**src/rtl/rn_recover_seq.sv**
```systemverilog
// Rename-state recovery sequencer: after a flush, waits for commit to drain, copies the
// architectural RAT into the speculative RAT W entries per cycle, then pulses free-list re-init.
module rn_recover_seq #(
  parameter int CONFIG_P_RECOVER_WIDTH = 1,
  parameter int CONFIG_LRF_AW          = 5,
  parameter int CONFIG_PRF_AW          = 6
) (
  input  logic                                                  clk,
  input  logic                                                  rst,
  input  logic                                                  flush,
  input  logic                                                  cmt_pending,
  output logic [(1<<CONFIG_P_RECOVER_WIDTH)*CONFIG_LRF_AW-1:0]  arat_raddr,
  input  logic [(1<<CONFIG_P_RECOVER_WIDTH)*CONFIG_PRF_AW-1:0]  arat_rdata,
  output logic [(1<<CONFIG_P_RECOVER_WIDTH)*CONFIG_LRF_AW-1:0]  srat_waddr,
  output logic [(1<<CONFIG_P_RECOVER_WIDTH)*CONFIG_PRF_AW-1:0]  srat_wdata,
  output logic [(1<<CONFIG_P_RECOVER_WIDTH)-1:0]                srat_we,
  output logic                                                  fl_reinit,
  output logic                                                  rec_done,
  output logic                                                  rec_stall_req
);

  localparam int P   = CONFIG_P_RECOVER_WIDTH;
  localparam int LAW = CONFIG_LRF_AW;
  localparam int PAW = CONFIG_PRF_AW;
  localparam int W   = 1 << P;
  // Keep the pointer at least one bit wide when a single group covers the whole RAT.
  localparam int GPW = (LAW > P) ? (LAW - P) : 1;
  localparam logic [GPW-1:0] GP_LAST = GPW'((1 << (LAW - P)) - 1);

  typedef enum logic [1:0] {
    S_IDLE  = 2'd0,
    S_DRAIN = 2'd1,
    S_WALK  = 2'd2,
    S_DONE  = 2'd3
  } state_t;

  state_t         state_q, state_d;
  logic [GPW-1:0] gp_q, gp_d;

  always_ff @(posedge clk) begin
    if (rst) begin
      state_q <= S_IDLE;
      gp_q    <= '0;
    end else begin
      state_q <= state_d;
      gp_q    <= gp_d;
    end
  end

  // Flush restarts recovery from any state, including mid-walk and the DONE cycle.
  always_comb begin
    state_d = state_q;
    gp_d    = gp_q;
    if (flush) begin
      state_d = S_DRAIN;
      gp_d    = '0;
    end else begin
      case (state_q)
        S_IDLE:  state_d = S_IDLE;
        S_DRAIN: if (!cmt_pending) state_d = S_WALK;
        S_WALK: begin
          if (gp_q == GP_LAST) begin
            state_d = S_DONE;
            gp_d    = '0;
          end else begin
            gp_d = gp_q + 1'b1;
          end
        end
        S_DONE:  state_d = S_IDLE;
        default: state_d = S_IDLE;
      endcase
    end
  end

  always_comb begin
    arat_raddr    = '0;
    srat_waddr    = '0;
    srat_wdata    = '0;
    srat_we       = '0;
    fl_reinit     = 1'b0;
    rec_done      = 1'b0;
    rec_stall_req = flush | (state_q != S_IDLE);
    case (state_q)
      S_WALK: begin
        srat_we = '1;
        for (int i = 0; i < W; i++) begin
          arat_raddr[i*LAW +: LAW] = (LAW'(gp_q) << P) | LAW'(i);
          srat_waddr[i*LAW +: LAW] = (LAW'(gp_q) << P) | LAW'(i);
          srat_wdata[i*PAW +: PAW] = arat_rdata[i*PAW +: PAW];
        end
      end
      S_DONE: begin
        fl_reinit = !flush;
        rec_done  = !flush;
      end
      default: ;
    endcase
  end

endmodule

```
**config.mk**
```make
export PLATFORM = sky130hd
export DESIGN_NAME = rn_recover_seq
export DESIGN_NICKNAME = d
export VERILOG_FILES = /design/src/rtl/rn_recover_seq.sv
export SDC_FILE = /design/constraint.sdc
export NUM_CORES = 1
export LEC_CHECK = 0
export CORE_UTILIZATION = 30
export DETAILED_ROUTE_END_ITERATION = 7
export GPL_ROUTABILITY_DRIVEN = 0
export PLACE_DENSITY = 0.76
export SYNTH_ARGS = -nofsm -noshare
export SYNTH_HDL_FRONTEND = slang
export SYNTH_SLANG_ARGS = --single-unit
```
**constraint.sdc**
```tcl
create_clock -name clk -period 3.5 [get_ports clk]
set_input_delay 0.7 -clock clk [delete_from_list [all_inputs] [get_ports clk]]
set_output_delay 0.7 -clock clk [all_outputs]
set_load 0.01 [all_outputs]
```
Yosys cells after proc, flatten, opt, wreduce, memory -nomap -nowiden
Cells that the tools add are included.
- add/subtract/negate cells: 1
- equal/unequal tests: 8
- multiplexer cells: 9
- reductions and logical operators: 7
- bitwise logic cells: 1
- operators by type and width (kind ; number):
    12-bit two-way mux ; 1
    10-bit two-way mux ; 1
    2-bit two-way mux ; 3
    3-bit != test (second input constant) ; 2
    2-bit case mux with 3 select lines ; 1
    4-bit by 1-bit adder with 4-bit output (second input constant) ; 1
    2-bit == test (second input constant) ; 2
    4-bit == test (second input constant) ; 1
    4-bit two-way mux ; 1
    2-bit != test (second input constant) ; 2
    2-bit AND reduction ; 2
    2-bit OR reduction ; 2
    2-bit by 1-bit == test with 1-bit output (second input constant) ; 1
    2-bit logical NOT ; 1
    1-bit two-way mux ; 2
    2-bit nonzero test ; 1
    1-bit logical NOT ; 1
    1-bit OR ; 1
- bits of input ports: 16
- logic and storage cells: 29
- flip-flop bits (word level): 6

Longest topological paths before layout
- depth after elaboration: 4
- gate-level depth with buffers: 6
- depth with buffers taken out: 5

Least setup slack after synthesis
OpenSTA, ideal clock, no wires.
- path kind: flip-flop to output port
- from: register state_q[0]
- to: output port arat_raddr[7]
- setup slack: 1.466 ns
- arrival time: 1.334 ns
- required time: 2.800 ns
- path buffers: 2
- stages on the path, launching flop included: 6
- cell sequence: dfxtp_1 inv_1 ha_1 buf_2 and2_1 buf_4
- word-level cells in the longest chain between the ends: 2
- RTL lines (item ; line ; source):
    from (decl) ; 37 ; state_t state_q, state_d;
    from (signal assigned) ; 45 ; state_q <= state_d;
    2-bit == test ; 83 ; case (state_q)
    10-bit two-way mux ; 83 ;
    to (decl) ; 12 ; output logic [(1<<CONFIG_P_RECOVER_WIDTH)*CONFIG_LRF_AW-1:0] arat_raddr,
No other way between the ends.

Final worst setup path
- from: register state_q[0]
- to: output port srat_waddr[4]
- word-level cells in the longest chain between the ends: 2
- RTL lines (item ; line ; source):
    2-bit == test ; 83 ;
    10-bit two-way mux ; 83 ;
    to (decl) ; 14 ; output logic [(1<<CONFIG_P_RECOVER_WIDTH)*CONFIG_LRF_AW-1:0] srat_waddr,
No other way between the ends.

==> results.py <==
metrics = {
    "timing": {
        "finClkSkew_ns": 0.00414,
        "finalCriticalPeriod_ns": 2.89,
        "final_max_slew_viol_count": 0,
        "rsz0062_at_grt": "no",
        "fmax_mhz": 346,
        "fin_crit_sh_pct": 82.7,
        "tightest_slew_ns": 0.725,
        "tns_ns": 0,
        "finalHoldViolCount": 0,
        "slew_headroom_pct": 51.7,
        "whs_ns": 0.534,
        "final-setup-viol-count": 0,
    },
    "setup_path": {
        "path_buf_inv": 2,
        "cp_data_required_time_ns": 2.80,
        "timing.rr.start": "state_q[0]",
        "crit_arrival_ns": 2.19,
        "critical_path.top_delay_family": "buffers and inverters",
        "critPathKind": "flop to primary output",
        "endpoint": "srat_waddr[4]",
        "reg2regPathDepth": 5,
        "critPathCaptureType": "primary output",
        "crit_start": "state_q[0]",
        "path_max_fanout": 26,
        "crit_chain": "inv_1, ha_1, and2_1, clkdlybuf4s50_1",
        "r2r_end": "state_q[0]",
        "startpoint_type": "flop",
        "rrSetupSlack_ns": 1.71,
        "slowest_stage": "ha_1",
        "crit_cells": 4,
        "critPathMaxStageDelay_ns": 0.64,
    },
    "cells_and_area": {
        "final_area_sq_um": 1050,
        "n_antenna_cell": 0,
        "multi_input_area_sq_um": 355,
        "seqCellArea_sq_um": 120,
        "finalNetCount": 140,
        "area_delta_synth_final_pct": 65.7,
        "nFillCells": 188,
        "layout-drive-gt1-share_pct": 4.31,
    },
    "pwr": {
        "internal_power_uw": 147,
        "power_frac_comb_pct": 30.8,
        "p_leak_nw": 0.410,
        "clockPowerShare_pct": 32.3,
        "seqPwrFrac_pct": 37.0,
        "ir_drop_uv": 115,
        "p_sw_uw": 51.6,
        "switching_share_pct": 25.9,
        "power_per_cell_area_nw_per_um2": 190,
    },
    "placement": {
        "io_buffers": 50,
        "hpwl_mm": 1.25,
        "placed_area_sq_um": 1020,
    },
    "die": {
        "num_rows": 16,
        "coreArea_sq_um": 1960,
        "die_area_sq_um": 2290,
        "start_util_pct": 32.2,
        "die_width_um": 47.9,
        "die_h_um": 47.9,
        "ioPinCount": 53,
    },
    "run_status": {
        "status": "completed",
    },
    "global_routing": {
        "gr-total-overflow": 0,
        "grt_pass1_vias": 477,
        "grt_pass1_wl_mm": 1.89,
        "track_usage_pct": 12.2,
        "grt_antenna_before_repair": 0,
        "grt_max_degree": 27,
    },
    "synth": {
        "synthArstFlopShare_pct": 0,
        "ys_types": 25,
        "synth_edf_count": 0,
        "ys_ff_latch": 6,
        "synth_seq_area_share_pct": 19.0,
        "syn_area_sq_um": 632,
        "syn_inst": 82,
        "synthFlopType": "dfxtp_1",
        "syn_avg_cell_area_sq_um": 7.71,
        "ys.warnings.count": 0,
    },
    "cts": {
        "clk_latency_ns": 0.25,
        "numClockSinks": 6,
        "cts_buffers": 3,
        "root_buffer": "clkbuf_4",
        "h-tree-depth": 1,
        "cts_tree": "done",
        "cts.reportedPaths.clkPinSlew_ns": 0.05,
        "postCtsSetupRepairBufs": 0,
        "ctsHoldBuffers": 0,
        "clock_path_buffers": 2,
        "cts_resized": 0,
    },
    "detailed_routing": {
        "wl_per_cell_um": 10.3,
        "routed_wl_mm": 1.47,
        "first_pass_iters": 1,
        "route.detailed.drc": 0,
        "antenna_left": 0,
        "via_count": 623,
        "routed_via_density": 4.36,
        "drtIter0Drc": 0,
    },
    "flow_run": {
        "drv_cap": 0,
    },
    "min_path": {
        "hold_path.class": "flop to flop",
        "worstHoldStart": "gp_q[3]",
    },
}
layer usage:
layer  routed length, um  track usage (%)  vias to the layer above
li1                    -                -                      312
met1                 598             12.3                      272
met2                 712             22.2                       35
met3                 141             2.64                        4
met4                  15             8.33                        0
met5                   0                0                        -
stage by stage:
step,std cells,power (mW),util [%],setup WS [ns]
3_3_place_gp,140,0.135,52.2,0.892
4_1_cts,143,0.201,53.4,0.577
2_1_floorplan,83,0.105,-,1.47
5_1_grt,143,0.210,53.4,0.430
6_report,143,0.199,53.4,0.606
3_5_place_dp,140,0.136,52.2,0.841
worst min-delay path by stage:
stage,to,cells past startpoint
after detailed placement,gp_q[3],2
after CTS,gp_q[3],2
final,gp_q[3],2
after floorplan,gp_q[3],2
after global placement,gp_q[3],2
after global routing,state_q[1],2
area by class of cell:
class,instances,share of cell area (%)
Inverter,4,1.43
Tap cell,27,3.23
Clock buffer,3,2.15
Timing Repair Buffer,50,47.8
Sequential cell,6,11.5
Multi-Input combinational cell,53,33.9
synth_stat cells (all sizes together) (2+ instances only):
library cell	count	share of area [%]
and2	16	16
nor2	5	3.0
nor2b	2	2.0
dfxtp	6	19
inv	4	2.4
a21oi	3	2.4
mux2i	2	3.2
buf	20	23
ha	6	12
o21ai	2	1.6
nand2	4	2.8
kinds of logic (layout without fill, tap and decap cells):
group	Yosys count	count (layout)	share of synthesized area (%)
adders and majority gates	6	6	11.9
and+or+nand+nor	32	32	28.9
other	1	2	0.593
xor gates and xnor gates	1	1	1.39
AOI/OAI and AO/OA	10	10	9.70
DFF	6	6	19.0
muxes	2	2	3.17
buffers and inverters	24	57	25.3
state kept, by name (all words and copies together) (netlist names):
signal   count
gp_q         4
state_q      2
worst min-delay path: stages (launching register included):
cell and delay (ns):
dfxtp_1 0.34, o21ai_0 0.08, a21oi_1 0.06
cells in the final DEF (no fill, tap or decap), drive strengths merged:
cell           synthesis  layout
inv                    4       4
nor2b                  2       2
nand2                  4       4
and3                   1       1
and2                  16      16
clkbuf                 0       3
o31ai                  1       1
a211oi                 1       1
mux2i                  2       2
dfxtp                  6       6
xor2                   1       1
nor2                   5       5
a21oi                  3       3
nor4b                  1       1
a21boi                 1       1
nand2b                 1       1
clkdlybuf4s50          0      50
ha                     6       6
or3                    1       1
o21ai                  2       2
o211ai                 1       1
or2                    1       1
conb                   1       2
a31oi                  1       1
power by group through the flow:
| stage | logic (mW) | clock network, mW | registers [mW] |
|---|---|---|---|
| finish | 0.0611 | 0.0642 | 0.0735 |
| global route | 0.0680 | 0.0680 | 0.0741 |
| CTS | 0.0619 | 0.0661 | 0.0735 |
| detailed placement | 0.0616 | 0 | 0.0747 |
| global placement | 0.0608 | 0 | 0.0744 |
| floorplan | 0.0304 | 0 | 0.0742 |
Note: power is estimated with default switching activity, not from simulation.
